--- src/rtl/freq_interp.sv ---
`default_nettype none
// ============================================================================
// Module   : freq_interp
// Brief    : NB-IoT frequency-domain interpolator; four NRS pilot estimates
//            per component in, 12 per-subcarrier estimates streamed out.
// Revision : 1.0  initial release
// ============================================================================
module freq_interp #(
  parameter int WIDTH_EST = 17,
  parameter int OUT_WIDTH = 17
) (
  input  logic                        clk,
  input  logic                        rst,
  input  logic                        start,
  input  logic [2:0]                  v_shift,
  input  logic signed [WIDTH_EST-1:0] e1_re,
  input  logic signed [WIDTH_EST-1:0] e2_re,
  input  logic signed [WIDTH_EST-1:0] e3_re,
  input  logic signed [WIDTH_EST-1:0] e4_re,
  input  logic signed [WIDTH_EST-1:0] e1_im,
  input  logic signed [WIDTH_EST-1:0] e2_im,
  input  logic signed [WIDTH_EST-1:0] e3_im,
  input  logic signed [WIDTH_EST-1:0] e4_im,
  input  logic                        out_ready,
  output logic                        out_valid,
  output logic signed [OUT_WIDTH-1:0] h_re,
  output logic signed [OUT_WIDTH-1:0] h_im,
  output logic [3:0]                  sc_idx,
  output logic                        busy,
  output logic                        done
);

  localparam int c_TW = WIDTH_EST + 2;
  localparam int c_PW = WIDTH_EST + 11;
  localparam logic signed [c_PW-1:0] c_THIRD = c_PW'(171);

  typedef enum logic [1:0] {
    S_IDLE = 2'd0,
    S_RUN  = 2'd1,
    S_FIN  = 2'd2
  } state_t;

  state_t r_state;
  state_t w_state_nxt;

  logic signed [WIDTH_EST-1:0] r_pre [0:3];
  logic signed [WIDTH_EST-1:0] r_pim [0:3];
  logic [1:0]                  r_off;
  logic                        r_valid;
  logic [3:0]                  r_idx;
  logic signed [OUT_WIDTH-1:0] r_h_re;
  logic signed [OUT_WIDTH-1:0] r_h_im;

  logic                        w_xfer;
  logic                        w_last;
  logic                        w_load;
  logic                        w_busy;
  logic                        w_done;
  logic [3:0]                  w_k;
  logic signed [OUT_WIDTH-1:0] w_h_re;
  logic signed [OUT_WIDTH-1:0] w_h_im;

  function automatic logic [1:0] f_mod3(input logic [2:0] v);
    case (v)
      3'd0, 3'd3, 3'd6: f_mod3 = 2'd0;
      3'd1, 3'd4, 3'd7: f_mod3 = 2'd1;
      default:          f_mod3 = 2'd2;
    endcase
  endfunction

  function automatic logic signed [OUT_WIDTH-1:0] f_sat(input logic signed [c_TW-1:0] v);
    longint lv;
    longint lmax;
    longint lmin;
    lv   = longint'(v);
    lmax = (64'sd1 <<< (OUT_WIDTH - 1)) - 64'sd1;
    lmin = -(64'sd1 <<< (OUT_WIDTH - 1));
    if (lv > lmax)
      lv = lmax;
    else if (lv < lmin)
      lv = lmin;
    return lv[OUT_WIDTH-1:0];
  endfunction

  // One component of one subcarrier: hold outside the pilot span, exact at
  // pilots, and 2:1 / 1:2 weighted thirds between neighbouring pilots.
  function automatic logic signed [OUT_WIDTH-1:0] f_interp(
    input logic [3:0]                  k,
    input logic [1:0]                  o,
    input logic signed [WIDTH_EST-1:0] p0,
    input logic signed [WIDTH_EST-1:0] p1,
    input logic signed [WIDTH_EST-1:0] p2,
    input logic signed [WIDTH_EST-1:0] p3
  );
    logic [3:0]                  d;
    logic [1:0]                  j;
    logic [1:0]                  r;
    logic signed [WIDTH_EST-1:0] ea;
    logic signed [WIDTH_EST-1:0] eb;
    logic signed [c_TW-1:0]      ta;
    logic signed [c_TW-1:0]      tb;
    logic signed [c_TW-1:0]      t;
    logic signed [c_PW-1:0]      prod;
    logic signed [c_TW-1:0]      res;

    d = k - {2'b00, o};
    case (d)
      4'd0, 4'd1, 4'd2: j = 2'd0;
      4'd3, 4'd4, 4'd5: j = 2'd1;
      4'd6, 4'd7, 4'd8: j = 2'd2;
      default:          j = 2'd3;
    endcase
    case (d)
      4'd1, 4'd4, 4'd7: r = 2'd1;
      4'd2, 4'd5, 4'd8: r = 2'd2;
      default:          r = 2'd0;
    endcase
    case (j)
      2'd0:    begin ea = p0; eb = p1; end
      2'd1:    begin ea = p1; eb = p2; end
      2'd2:    begin ea = p2; eb = p3; end
      default: begin ea = p3; eb = p3; end
    endcase

    ta = {{2{ea[WIDTH_EST-1]}}, ea};
    tb = {{2{eb[WIDTH_EST-1]}}, eb};
    if (r == 2'd1)
      t = (ta <<< 1) + tb;
    else
      t = ta + (tb <<< 1);
    // x*171/512 approximates x/3; taking bits above 9 is a floor shift
    prod = $signed({{(c_PW-c_TW){t[c_TW-1]}}, t}) * c_THIRD;

    if (k < {2'b00, o})
      res = {{2{p0[WIDTH_EST-1]}}, p0};
    else if (d > 4'd9)
      res = {{2{p3[WIDTH_EST-1]}}, p3};
    else if (r == 2'd0)
      res = ta;
    else
      res = prod[c_TW+8:9];
    return f_sat(res);
  endfunction

  assign w_xfer = r_valid & out_ready;
  assign w_last = w_xfer & (r_idx == 4'd11);
  assign w_load = (r_state == S_RUN) & (~r_valid | (w_xfer & (r_idx != 4'd11)));
  assign w_k    = r_valid ? (r_idx + 4'd1) : 4'd0;

  assign w_h_re = f_interp(w_k, r_off, r_pre[0], r_pre[1], r_pre[2], r_pre[3]);
  assign w_h_im = f_interp(w_k, r_off, r_pim[0], r_pim[1], r_pim[2], r_pim[3]);

  always_ff @(posedge clk or negedge rst) begin
    if (!rst)
      r_state <= S_IDLE;
    else
      r_state <= w_state_nxt;
  end

  always_comb begin
    w_state_nxt = r_state;
    w_busy      = 1'b0;
    w_done      = 1'b0;
    case (r_state)
      S_IDLE: begin
        if (start)
          w_state_nxt = S_RUN;
      end
      S_RUN: begin
        w_busy = 1'b1;
        if (w_last)
          w_state_nxt = S_FIN;
      end
      S_FIN: begin
        w_done      = 1'b1;
        w_state_nxt = S_IDLE;
      end
      default: w_state_nxt = S_IDLE;
    endcase
  end

  always_ff @(posedge clk or negedge rst) begin
    if (!rst) begin
      for (int i = 0; i < 4; i++) begin
        r_pre[i] <= '0;
        r_pim[i] <= '0;
      end
      r_off   <= 2'd0;
      r_valid <= 1'b0;
      r_idx   <= 4'd0;
      r_h_re  <= '0;
      r_h_im  <= '0;
    end else begin
      if ((r_state == S_IDLE) && start) begin
        r_pre[0] <= e1_re;
        r_pre[1] <= e2_re;
        r_pre[2] <= e3_re;
        r_pre[3] <= e4_re;
        r_pim[0] <= e1_im;
        r_pim[1] <= e2_im;
        r_pim[2] <= e3_im;
        r_pim[3] <= e4_im;
        r_off    <= f_mod3(v_shift);
      end
      // Next beat is registered on the same edge the current one transfers
      if (w_load) begin
        r_valid <= 1'b1;
        r_idx   <= w_k;
        r_h_re  <= w_h_re;
        r_h_im  <= w_h_im;
      end else if (w_last) begin
        r_valid <= 1'b0;
      end
    end
  end

  assign out_valid = r_valid;
  assign h_re      = r_h_re;
  assign h_im      = r_h_im;
  assign sc_idx    = r_idx;
  assign busy      = w_busy;
  assign done      = w_done;

endmodule
`default_nettype wire

--- config.mk ---
export PLATFORM = sky130hd
export DESIGN_NAME = freq_interp
export DESIGN_NICKNAME = d
export VERILOG_FILES = /design/src/rtl/freq_interp.sv
export SDC_FILE = /design/constraint.sdc
export NUM_CORES = 1
export LEC_CHECK = 0
export BUFFER_PORTS_ARGS = -buffer_cell sky130_fd_sc_hd__buf_2
export CELL_PAD_IN_SITES_DETAIL_PLACEMENT = 0
export CELL_PAD_IN_SITES_GLOBAL_PLACEMENT = 1
export CORE_ASPECT_RATIO = 2
export CORE_MARGIN = 2
export CORE_UTILIZATION = 47
export DETAILED_ROUTE_END_ITERATION = 7
export GPL_TIMING_DRIVEN = 0
export PLACE_DENSITY = 0.89
export SYNTH_ARGS = -nofsm -noshare
export SYNTH_HDL_FRONTEND = slang
export SYNTH_SLANG_ARGS = --single-unit
--- constraint.sdc ---
create_clock -name clk -period 11.3 [get_ports clk]
set_input_delay 1.13 -clock clk [delete_from_list [all_inputs] [get_ports clk]]
set_output_delay 1.13 -clock clk [all_outputs]
set_load 0.02 [all_outputs]
* Yosys cells after proc, flatten, opt, wreduce, memory -nomap -nowiden
Memory sizes are Yosys's and may differ from the RTL's.
Index checks and enable logic that the tools add are counted.
** Storage, ports and cells
- Word-level logic and storage cells :: 96
- Memories :: 2
- ROM bits :: 64
- Flip-flop bits (word level) :: 179
** Memories
- (no name shown) :: depth 16, width 2, read ports 1, clocked after memory_dff 0, write ports 0, RTL line 107 : case (d)
- (no name shown) :: depth 16, width 2, read ports 1, clocked after memory_dff 0, write ports 0, RTL line 107
** Operators by class
- Equal/unequal tests :: 22
- $mul :: 2
- Mux-type cells :: 26
- Bitwise gates (word level) :: 6
- Order comparisons :: 6
- Add/subtract/negate cells :: 6
- Reduce and logical (&&, ||, !) cells :: 12
** Operator list (count)
- two-way mux 19 bit :: 8
- case mux 17 bit (3 select lines) :: 2
- two-way mux 17 bit :: 4
- case mux 17 bit (2 select lines) :: 2
- multiplier 19 x 9 -> 28 bit, second input constant :: 2
- adder 17 x 18 -> 19 bit :: 2
- adder 18 x 17 -> 19 bit :: 2
- greater-than comparator 19 x 17 -> 1 bit, second input constant :: 2
- < comparator 19 x 17 -> 1 bit, second input constant :: 2
- equality test 4 x 3 -> 1 bit, second input constant :: 3
- case mux 2 bit (2 select lines) :: 3
- OR reduction 3 bit :: 4
- equality test 3 bit, second input constant :: 3
- equality test 2 x 1 -> 1 bit, second input constant :: 4
- equality test 4 bit, second input constant :: 2
- logical NOT 2 bit :: 4
- equality test 2 bit, second input constant :: 3
- adder 4 x 1 -> 4 bit, second input constant :: 1
- AND 1 bit :: 4
- equality test 4 x 1 -> 1 bit, second input constant :: 1
- equality test 4 x 2 -> 1 bit, second input constant :: 1
- greater-than comparator 4 bit, second input constant :: 1
- < comparator 4 x 2 -> 1 bit :: 1
- two-way mux 1 bit :: 4
- other kinds (13) :: 15

* Depth between registers and ports, before layout
Gate-level depths: netlist of run 1.
- Depth in word-level cells :: 15
- Gate-level depth with buffers :: 52

* Worst setup path after synthesis of run 1
Ideal clock, no wire load.
- Kind :: register -> register
- Start point :: register r_valid, in the netlist out_valid
- End point :: register r_h_re[14], in the netlist h_re[14]
- Stages on the path, launching flop included :: 49
- Period minus slack after synthesis :: 10.523 ns
- Data arrival time :: 10.422 ns
- Path buffers :: 4
- Path slack :: 0.777 ns
- Path through :: dfrtp_1 -> buf_2 -> nand2b_1 -> ha_1 -> fa_1 -> a21boi_1 -> clkbuf_1 -> nor2_1 -> nand3_1 -> nand2_1 -> clkbuf_1 -> clkbuf_1 -> a21oi_1 -> ha_1 -> fa_1 -> a21o_1 -> a21oi_1 -> o21bai_1 -> (+13 left out) -> inv_1 -> fa_1 -> inv_1 -> fa_1 -> inv_1 -> ha_1 -> a21oi_1 -> nor2b_1 -> o21ai_0 -> nand2_1 -> or2_2 -> nor2b_1 -> o32ai_1 -> xor2_1 -> a21oi_1 -> a21oi_1 -> o41a_2 -> o32ai_1
** On the way
- Longest elaborated chain between the ends :: 14
- Elaborated cells on any way between the ends :: 37
- Those cells by class :: add/sub: 3; mul: 1; order compare: 4; eq/ne: 9; mux: 10; bitwise: 5; reduce/logical: 4; memory: 1
** Ends and longest elaborated chain
- start, declared :: RTL line 49 : logic r_valid;
- start signal, assigned :: RTL line 189 : r_valid <= 1'b0;
- start signal, assigned :: RTL line 207 : r_valid <= 1'b1;
- start signal, assigned :: RTL line 212 : r_valid <= 1'b0;
- two-way mux 4 bit :: RTL line 148 : assign w_k = r_valid ? (r_idx + 4'd1) : 4'd0;
- subtractor 4 x 2 -> 4 bit :: RTL line 106 : d = k - {2'b00, o};
- memory (16 x 2 bit) (tied with other cells)
- equality test 2 bit (tied with other cells) :: RTL line 118 : case (j)
- case mux 17 bit (3 select lines) (tied with other cells) :: RTL line 118
- adder 17 x 18 -> 19 bit (tied with other cells) :: RTL line 130 : t = ta + (tb <<< 1);
- two-way mux 19 bit :: RTL line 127 : if (r == 2'd1)
- multiplier 19 x 9 -> 28 bit :: RTL line 132 : prod = $signed({{(c_PW-c_TW){t[c_TW-1]}}, t}) * c_THIRD;
- two-way mux 19 bit :: RTL line 138 : else if (r == 2'd0)
- two-way mux 19 bit :: RTL line 136 : else if (d > 4'd9)
- two-way mux 19 bit :: RTL line 134 : if (k < {2'b00, o})
- < comparator 19 x 17 -> 1 bit :: RTL line 80 : else if (lv < lmin)
- two-way mux 17 bit :: RTL line 80
- two-way mux 17 bit :: RTL line 78 : if (lv > lmax)
- end signal, assigned :: RTL line 209 : r_h_re <= w_h_re;
- end, declared :: RTL line 51 : logic signed [OUT_WIDTH-1:0] r_h_re;
Parallel ways exist; a longest one is shown, timed or not.
A chain may end at the register's enable or synchronous reset.

* Worst setup path in the final report of run 1
- Start point :: register r_idx[0], in the netlist sc_idx[0]
- End point :: register r_h_im[8], in the netlist h_im[8]
** On the way
- Longest elaborated chain between the ends :: 15
- Elaborated cells on any way between the ends :: 37
- Those cells by class :: add/sub: 4; mul: 1; order compare: 4; eq/ne: 10; mux: 10; bitwise: 3; reduce/logical: 4; memory: 1
** Ends and longest elaborated chain
- start, declared :: RTL line 50 : logic [3:0] r_idx;
- start signal, assigned :: RTL line 208 : r_idx <= w_k;
- adder 4 x 1 -> 4 bit :: RTL line 148
- two-way mux 4 bit :: RTL line 148
- subtractor 4 x 2 -> 4 bit :: RTL line 106
- memory (16 x 2 bit) (tied with other cells)
- equality test 2 bit (tied with other cells) :: RTL line 118
- case mux 17 bit (3 select lines) (tied with other cells) :: RTL line 118
- adder 17 x 18 -> 19 bit (tied with other cells) :: RTL line 130
- two-way mux 19 bit :: RTL line 127
- multiplier 19 x 9 -> 28 bit :: RTL line 132
- two-way mux 19 bit :: RTL line 138
- two-way mux 19 bit :: RTL line 136
- two-way mux 19 bit :: RTL line 134
- < comparator 19 x 17 -> 1 bit :: RTL line 80
- two-way mux 17 bit :: RTL line 80
- two-way mux 17 bit :: RTL line 78
- end signal, assigned :: RTL line 210 : r_h_im <= w_h_im;
- end, declared :: RTL line 52 : logic signed [OUT_WIDTH-1:0] r_h_im;
Parallel ways exist; a longest one is shown, timed or not.

==> impl_metrics.json, run 1 <==
{
  "grt_pass1_wl_um": 105000,
  "yosysWarnings": 0,
  "viasPerCell": 6.11,
  "htreeDepth": 4,
  "clkTransAtPathRegs_ps": 70,
  "worst_slew_pin_slew_ps": 1460,
  "ys_types": 76,
  "holdCritPathClass": "reg2reg",
  "stdcell_count": 2830,
  "clkSinkCount": 179,
  "startpoint_type": "register",
  "die_area_mm2": 0.0413,
  "clk_path_buf_depth": 2,
  "critPathKind": "reg2reg",
  "placed_cells": 2778,
  "cp_slowest_cell": "fa_1",
  "overflow": 0,
  "areaGrowthSynthToFinish_pct": 15.2,
  "grt_max_degree": 119,
  "skew_ps": 15.3,
  "antenna_found_initial": 0,
  "cp_data_arrival_time_ps": 11400,
  "gp_congestion": 0.977,
  "ant_nets": 0,
  "routed_wl_um": 72000,
  "synth_edf_count": 0,
  "timing.final.ws_setup_ps": 294,
  "synth_seq_cells": 179,
  "synth_area_mm2": 0.0186,
  "syn_avg_cell_area_um2": 9.00,
  "final_cell_mix": "inv_1 (288), ha_1 (237), nor2_1 (212), buf_2 (186), dfrtp_1 (179)",
  "yosys.area.top_type": "dfrtp_1",
  "relSlewSlack": 0.0162,
  "final-hold-violation-count": 0,
  "violations": "design-rule violations, max-capacitance violations",
  "synth_cells": 2069,
  "finalNetCount": 2775,
  "status": "finished, violations left",
  "r2r_start": "sc_idx[0]$_DFFE_PN0P_",
  "io_buffers": 183,
  "synth_top_area_share": 0.240,
  "wl_per_cell_um": 25.4,
  "fillers": 3638,
  "syn-num-nets": 2552,
  "cp_max_fo": 10,
  "period_share": 0.974,
  "hold_start": "h_re[16]$_DFFE_PN0P_",
  "dpl.hpwl_um": 58400,
  "drt_pass1_iterations": 8,
  "cts_tree": "built",
  "drc": 21,
  "multiInputGateArea_mm2": 0.0131,
  "dp_slack_ps": -2450,
  "ys_async_sr_fraction": 1.00,
  "seq_area_mm2": 0.00448,
  "setup_viol": 0,
  "cap_violations": 1,
  "cts-root-buf": "clkbuf_16",
  "n_antenna_cell": 0,
  "floorplan.initialDensity": 0.474,
  "grt.total_usage": 0.350,
  "crit_path_max_incr_delay_ps": 550,
  "drive_above_1_share": 0.216,
  "boundaryPins": 184,
  "worstSkewPairLatency_ps": 480,
  "worstPathBufferInverterCount": 7,
  "min_period_ps": 11010,
  "first_iter_violations": 1455,
  "startpoint": "sc_idx[0]$_DFFE_PN0P_",
  "fp.dieW_um": 145,
  "cts_buffers": 17,
  "cp-end-kind": "register",
  "final_common_cell": "inv_1",
  "synthTopCellsByArea": "dfrtp_1 (24%), ha_1 (16%), fa_1 (11%)",
  "ctsHoldBuffers": 0,
  "cp_top_family": "compound AO/OA/AOI/OAI gates",
  "hold_ws_ps": 507,
  "grt_pass1_vias": 18216,
  "cpMostUsedCell": "a21oi_2",
  "dieHeight_um": 286,
  "rows": 103,
  "core_area_mm2": 0.0393,
  "synthFlopType": "dfrtp_1",
  "slew_violations": 0,
  "ys_seq_area_frac": 0.240,
  "via_count": 17289,
  "crit_required_ps": 11690,
  "fmax_mhz": 90.9
}
final timing paths:
kind,to,slack [ps],cells after the start
worst max-delay path,h_im[8]$_DFFE_PN0P_,290,44
worst min-delay path,h_re[16]$_DFFE_PN0P_,510,2
worst max register to register,h_im[8]$_DFFE_PN0P_,290,44
worst min register to register,h_re[16]$_DFFE_PN0P_,510,2
max in group asynchronous,r_pim[28]$_DFFE_PN0P_,9700,2
min in group asynchronous,h_re[4]$_DFFE_PN0P_,590,1
what timing repair did:
| item | CTS | global route |
|---|---|---|
| setup buffers | 3 | 18 |
| cloned | 0 | 1 |
| pin swaps | 5 | 20 |
| resized for setup | 69 | 78 |
| setup endpoints to repair | 34 | 32 |
metrics by stage:
step / setup TNS (ps) / utilization / cell area [µm²]
after floorplan: 0 / - / 18600
after global placement: -67410 / 0.514 / 20200
after detailed placement: -68430 / 0.515 / 20200
after CTS: 0 / 0.537 / 21100
after global routing: -1670 / 0.546 / 21500
final: 0 / 0.546 / 21500
cell type report:
| cell class | instances | area share |
|---|---|---|
| Buffer | 73 | 0.0179 |
| Clock buffer | 18 | 0.0205 |
| Clock inverter | 14 | 0.00758 |
| Inverter | 288 | 0.0504 |
| Multi-Input combinational cell | 1527 | 0.612 |
| Sequential cell | 179 | 0.209 |
| Tap cell | 525 | 0.0306 |
| Timing Repair Buffer | 206 | 0.0523 |
kinds of logic after synthesis:
family / Yosys count / share of synthesized area
buffers and inverters: 363 / 0.0740
adders and majority gates: 340 / 0.269
DFF: 179 / 0.240
xor gates and xnor gates: 90 / 0.0427
AOI/OAI and AO/OA: 522 / 0.182
muxes: 147 / 0.0893
and+or+nand+nor: 428 / 0.102
registers in the layout (all words and copies together) (netlist names):
signal / flops
r_pim: 68
r_pre: 68
h_im: 17
h_re: 17
sc_idx: 4
r_off: 2
r_state: 2
out_valid: 1
synth_stat cells (19+ instances only):
| master | count |
|---|---|
| o22ai_1 | 56 |
| inv_1 | 288 |
| xor2_1 | 38 |
| a222oi_1 | 32 |
| mux2_2 | 143 |
| nand2b_1 | 24 |
| nor3_1 | 19 |
| nor2_1 | 215 |
| fa_1 | 101 |
| nor2b_1 | 20 |
| dfrtp_1 | 179 |
| xnor2_1 | 51 |
| ha_1 | 239 |
| a21oi_1 | 159 |
| o21a_1 | 19 |
| nand2_1 | 87 |
| o21ai_0 | 88 |
| clkbuf_1 | 62 |
| a21o_1 | 35 |
| o211ai_1 | 19 |
per-layer routing:
layer / up-vias / track usage / wire length (µm)
met5: - / 0 / 0
met3: 377 / 0.0507 / 3530
met4: 0 / 0.388 / 10100
met1: 8448 / 0.322 / 22100
li1: 7663 / - / -
met2: 801 / 0.609 / 36200
worst register-to-register path: cells and delay by family, from the launching register on:
| family | cells | cell delay [ps] |
|---|---|---|
| AOI/OAI and AO/OA | 18 | 3620 |
| adders and majority gates | 9 | 3470 |
| and+or+nand+nor | 9 | 1880 |
| buffers and inverters | 7 | 1290 |
| DFF | 1 | 450 |
| xor gates and xnor gates | 1 | 210 |
Power of run 1 is not shown: default switching activity piles up to over one toggle a cycle in this logic, so the estimate is an artifact.
==> run 2: changes to the inputs <==
--- a/config.mk
+++ b/config.mk
@@ -6,11 +6,12 @@
 export NUM_CORES = 1
 export LEC_CHECK = 0
 export BUFFER_PORTS_ARGS = -buffer_cell sky130_fd_sc_hd__buf_2
-export CELL_PAD_IN_SITES_DETAIL_PLACEMENT = 0
+export CELL_PAD_IN_SITES_DETAIL_PLACEMENT = 1
 export CELL_PAD_IN_SITES_GLOBAL_PLACEMENT = 1
 export CORE_ASPECT_RATIO = 2
 export CORE_MARGIN = 2
 export CORE_UTILIZATION = 47
+export CTS_BUF_LIST = sky130_fd_sc_hd__clkbuf_16
 export DETAILED_ROUTE_END_ITERATION = 7
 export GPL_TIMING_DRIVEN = 0
 export PLACE_DENSITY = 0.89
==> impl_metrics.json, run 2 (synthesis results as in run 1) <==
{
  "status": "finished, violations left",
  "violations": "design-rule violations",
  "setup_viol": 0,
  "gp_congestion": 0.977,
  "fmax_mhz": 89.6,
  "grt_pass1_wl_um": 122000,
  "seq_area_mm2": 0.00448,
  "via_count": 18262,
  "routed_wl_um": 83600,
  "dpl.hpwl_um": 64500,
  "holdCritPathClass": "reg2reg",
  "final-hold-violation-count": 0,
  "dieHeight_um": 286,
  "period_share": 0.988,
  "grt_pass1_vias": 20382,
  "cts_tree": "built",
  "drc": 1,
  "crit_path_max_incr_delay_ps": 630,
  "skew_ps": 14.5,
  "drive_above_1_share": 0.227,
  "grt_max_degree": 119,
  "hold_ws_ps": 498,
  "cts_buffers": 17,
  "multiInputGateArea_mm2": 0.0132,
  "ctsHoldBuffers": 0,
  "fillers": 4578,
  "final_cell_mix": "inv_1 (289), ha_1 (236), nor2_1 (210), buf_2 (186), dfrtp_1 (178)",
  "slew_violations": 0,
  "min_period_ps": 11170,
  "clkSinkCount": 179,
  "ant_nets": 0,
  "relSlewSlack": 0.236,
  "cp-end-kind": "register",
  "first_iter_violations": 1215,
  "placed_cells": 2778,
  "critPathKind": "reg2reg",
  "cap_violations": 0,
  "worstSkewPairLatency_ps": 490,
  "cp_max_fo": 10,
  "core_area_mm2": 0.0393,
  "io_buffers": 183,
  "boundaryPins": 184,
  "antenna_found_initial": 4,
  "clk_path_buf_depth": 2,
  "viasPerCell": 6.42,
  "timing.final.ws_setup_ps": 133,
  "reg.largest.list": "r_pim x68, r_pre x68",
  "floorplan.initialDensity": 0.474,
  "drt_pass1_iterations": 8,
  "startpoint_type": "register",
  "final_common_cell": "inv_1",
  "die_area_mm2": 0.0413,
  "htreeDepth": 4,
  "crit_required_ps": 11700,
  "overflow": 0,
  "cp_data_arrival_time_ps": 11570,
  "fp.dieW_um": 145,
  "cpMostUsedCell": "ha_1",
  "worst_slew_pin_slew_ps": 1150,
  "wl_per_cell_um": 29.4,
  "finalNetCount": 2790,
  "grt.total_usage": 0.407,
  "rows": 103,
  "areaGrowthSynthToFinish_pct": 16.3,
  "dp_slack_ps": -2600,
  "stdcell_count": 2846,
  "clkTransAtPathRegs_ps": 80,
  "cts-root-buf": "clkbuf_16",
  "cp_slowest_cell": "a21oi_1"
}
-- run 2: worst max-delay path, delay by kind of cell (launching register included) --
kind | cells | cell delay, ps
compound gates | 14 | 3650
xor+xnor | 2 | 380
fa+ha+maj | 8 | 3360
buf+inv | 9 | 1590
flops | 1 | 450
simple gates | 11 | 1590
-- run 2: cell type report --
| class | count | area share |
|---|---|---|
| Antenna cell | 1 | 0.000116 |
| Inverter | 288 | 0.0499 |
| Tap cell | 525 | 0.0303 |
| Clock buffer | 17 | 0.0196 |
| Timing Repair Buffer | 221 | 0.0568 |
| Multi-Input combinational cell | 1527 | 0.609 |
| Buffer | 73 | 0.0181 |
| Clock inverter | 15 | 0.00895 |
| Sequential cell | 179 | 0.207 |
-- run 2: timing repair --
| item | in CTS | in global routing |
|---|---|---|
| setup endpoints to repair | 34 | 33 |
| pin swaps | 15 | 31 |
| cloned | 0 | 0 |
| setup buffers | 15 | 22 |
| gates resized for setup | 83 | 87 |
-- run 2: metal layers --
metal  GRT usage  vias to the layer above  part of all wire
met4       0.467                        2              0.14
met5           0                        -           0.00013
met3      0.0880                      563             0.062
li1            -                     7678                 -
met2       0.694                      994              0.50
met1       0.359                     9025              0.29
-- run 2: path summary, 6_finish.rpt --
path,startpoint,end,slack (ps),depth (start not counted)
max,sc_idx[0]$_DFFE_PN0P_,h_re[15]$_DFFE_PN0P_,130,44
min,h_re[16]$_DFFE_PN0P_,h_re[16]$_DFFE_PN0P_,500,2
max reg2reg,sc_idx[0]$_DFFE_PN0P_,h_re[15]$_DFFE_PN0P_,130,44
min reg2reg,h_re[16]$_DFFE_PN0P_,h_re[16]$_DFFE_PN0P_,500,2
max in group asynchronous,rst,r_pim[24]$_DFFE_PN0P_,9680,2
min in group asynchronous,rst,h_re[4]$_DFFE_PN0P_,570,1
-- run 2: per-stage QoR --
| stage | setup TNS, ps | utilization | cell area (µm²) |
|---|---|---|---|
| 2_1_floorplan | 0 | - | 18600 |
| 3_3_place_gp | -67410 | 0.514 | 20200 |
| 3_5_place_dp | -74020 | 0.515 | 20200 |
| 4_1_cts | 0 | 0.541 | 21300 |
| 5_1_grt | -2570 | 0.551 | 21700 |
| 6_report | 0 | 0.551 | 21700 |
Power of run 2 is left out for the same reason.
==> run 3: changes to the inputs <==
--- a/config.mk
+++ b/config.mk
@@ -5,16 +5,17 @@
 export SDC_FILE = /design/constraint.sdc
 export NUM_CORES = 1
 export LEC_CHECK = 0
+export ABC_AREA = 1
 export BUFFER_PORTS_ARGS = -buffer_cell sky130_fd_sc_hd__buf_2
 export CELL_PAD_IN_SITES_DETAIL_PLACEMENT = 1
 export CELL_PAD_IN_SITES_GLOBAL_PLACEMENT = 1
 export CORE_ASPECT_RATIO = 2
 export CORE_MARGIN = 2
-export CORE_UTILIZATION = 47
+export CORE_UTILIZATION = 45
 export CTS_BUF_LIST = sky130_fd_sc_hd__clkbuf_16
 export DETAILED_ROUTE_END_ITERATION = 7
 export GPL_TIMING_DRIVEN = 0
-export PLACE_DENSITY = 0.89
+export PLACE_DENSITY = 0.9
 export SYNTH_ARGS = -nofsm -noshare
 export SYNTH_HDL_FRONTEND = slang
 export SYNTH_SLANG_ARGS = --single-unit
==> impl_metrics.json, run 3 <==
{
  "final_common_cell": "nand2_1",
  "synthFlopType": "dfrtp_1",
  "routed_wl_um": 82500,
  "yosys.area.top_type": "dfrtp_1",
  "yosysWarnings": 0,
  "place_area_mm2": 0.0217,
  "syn-num-nets": 3323,
  "reg.largest.list": "r_pim x68, r_pre x68",
  "crit_path_max_incr_delay_ps": 630,
  "clk_path_buf_depth": 2,
  "areaGrowthSynthToFinish_pct": 12.0,
  "synth_area_mm2": 0.0201,
  "ys_seq_area_frac": 0.223,
  "dp_slack_ps": -1420,
  "critPathKind": "reg2reg",
  "rows": 109,
  "worstSkewPairLatency_ps": 470,
  "cpMostUsedCell": "nand2_1",
  "final-hold-violation-count": 0,
  "gp_congestion": 1.02,
  "fmax_mhz": 91.9,
  "synth_edf_count": 0,
  "io_buffers": 183,
  "synth_most_common_cell": "nand2_1",
  "antenna_found_initial": 0,
  "floorplan.initialDensity": 0.454,
  "drc": 0,
  "cp-end-kind": "register",
  "core_area_mm2": 0.0442,
  "finalNetCount": 3526,
  "dpl.hpwl_um": 70800,
  "synth_common_cells": "nand2_1 (691), inv_1 (519), ha_1 (239)",
  "syn_avg_cell_area_um2": 7.07,
  "clkTransAtPathRegs_ps": 70,
  "finalSetupTns_ps": 0,
  "cts-root-buf": "clkbuf_16",
  "clkSinkCount": 179,
  "cp_data_arrival_time_ps": 11260,
  "cap_violations": 0,
  "wl_per_cell_um": 22.8,
  "boundaryPins": 184,
  "via_count": 20574,
  "drt_pass1_iterations": 6,
  "grt_pass1_vias": 22957,
  "fp.dieW_um": 153,
  "first_iter_violations": 1061,
  "relSlewSlack": 0.0712,
  "stdcell_count": 3611,
  "ant_nets": 0,
  "grt_pass1_wl_um": 126000,
  "holdCritPathClass": "reg2reg",
  "synthTopCellsByArea": "dfrtp_1 (22%), ha_1 (15%), nand2_1 (13%)",
  "ys_types": 55,
  "ys_async_sr_fraction": 1.00,
  "viasPerCell": 5.70,
  "min_period_ps": 10880,
  "synth_cells": 2840,
  "timing.final.ws_setup_ps": 416,
  "crit_required_ps": 11680,
  "worst_slew_pin_slew_ps": 1380,
  "cts_buffers": 17,
  "finish.instance_area_mm2": 0.0225,
  "synth_top_area_share": 0.223,
  "final_cell_mix": "nand2_1 (690), inv_1 (520), ha_1 (236), o21ai_0 (218), a21oi_1 (200)",
  "fillers": 5898,
  "drive_above_1_share": 0.104,
  "slew_violations": 0,
  "cts_tree": "built",
  "status": "finished, final reports clean",
  "skew_ps": 13.5,
  "overflow": 0,
  "die_area_mm2": 0.0464,
  "synth_seq_cells": 179,
  "n_antenna_cell": 0,
  "dieHeight_um": 303,
  "period_share": 0.963,
  "grt_max_degree": 120,
  "cp_slowest_cell": "nor4_1",
  "htreeDepth": 4,
  "setup_viol": 0,
  "placed_cells": 3579,
  "grt.total_usage": 0.355,
  "startpoint_type": "register",
  "cp_max_fo": 10
}
[run 3: kinds of logic (layout without fill, tap and decap cells)]
logic type | count (synthesis) | in the layout | synth area share
flops | 179 | 179 | 0.223
simple gates | 1050 | 1050 | 0.215
fa+ha+maj | 340 | 340 | 0.250
mux | 5 | 5 | 0.00255
buf+inv | 616 | 832 | 0.117
compound gates | 601 | 601 | 0.171
xor+xnor | 49 | 49 | 0.0214
[run 3: final cells by class]
cell class                      count  area (µm²)  area share
Buffer                             85         414      0.0184
Clock buffer                       17         425      0.0189
Clock inverter                     15         165     0.00735
Inverter                          530        1990      0.0885
Multi-Input combinational cell   2045       13300       0.593
Sequential cell                   179        4480       0.199
Tap cell                          555         694      0.0309
Timing Repair Buffer              185         973      0.0433
[run 3: metrics by stage]
| step | hold WS [ps] | utilization |
|---|---|---|
| 6_report | 499 | 0.509 |
| 4_1_cts | 500 | 0.506 |
| 3_3_place_gp | 462 | 0.491 |
| 3_5_place_dp | 478 | 0.492 |
| 5_1_grt | 510 | 0.509 |
| 2_1_floorplan | 464 | - |
[run 3: critical path, delay by kind of cell, from the launching register on]
kind,cells,cell delay [ps]
fa+ha+maj,8,3330
buf+inv,13,1930
simple gates,24,3360
flops,1,460
compound gates,7,1530
xor+xnor,1,170
[run 3: repair_timing]
| item | in CTS | in global routing |
|---|---|---|
| pin swaps | 0 | 1 |
| hold buffers | 0 | 0 |
| setup buffers | 0 | 1 |
| resized for setup | 25 | 49 |
| setup endpoints to repair | 34 | 34 |
[run 3: per-layer routing]
| metal | global-route usage | vias to the layer above | wire (µm) |
|---|---|---|---|
| met2 | 0.678 | 705 | 43900 |
| li1 | - | 9557 | - |
| met1 | 0.338 | 9990 | 27600 |
| met4 | 0.301 | 0 | 8260 |
| met5 | 0 | - | 0 |
| met3 | 0.0329 | 322 | 2710 |
[run 3: path summary, 6_finish.rpt]
| kind | start | end | slack [ps] | cells after the start |
|---|---|---|---|---|
| setup / recovery | sc_idx[0]$_DFFE_PN0P_ | h_im[3]$_DFFE_PN0P_ | 420 | 53 |
| hold / removal | h_re[16]$_DFFE_PN0P_ | h_re[16]$_DFFE_PN0P_ | 500 | 2 |
| max in group asynchronous | rst | r_pre[64]$_DFFE_PN0P_ | 9650 | 2 |
| setup reg to reg | sc_idx[0]$_DFFE_PN0P_ | h_im[3]$_DFFE_PN0P_ | 420 | 53 |
| min in group asynchronous | rst | r_pim[26]$_DFFE_PN0P_ | 600 | 1 |
| hold reg to reg | h_re[16]$_DFFE_PN0P_ | h_re[16]$_DFFE_PN0P_ | 500 | 2 |
Power of run 3 is left out for the same reason.
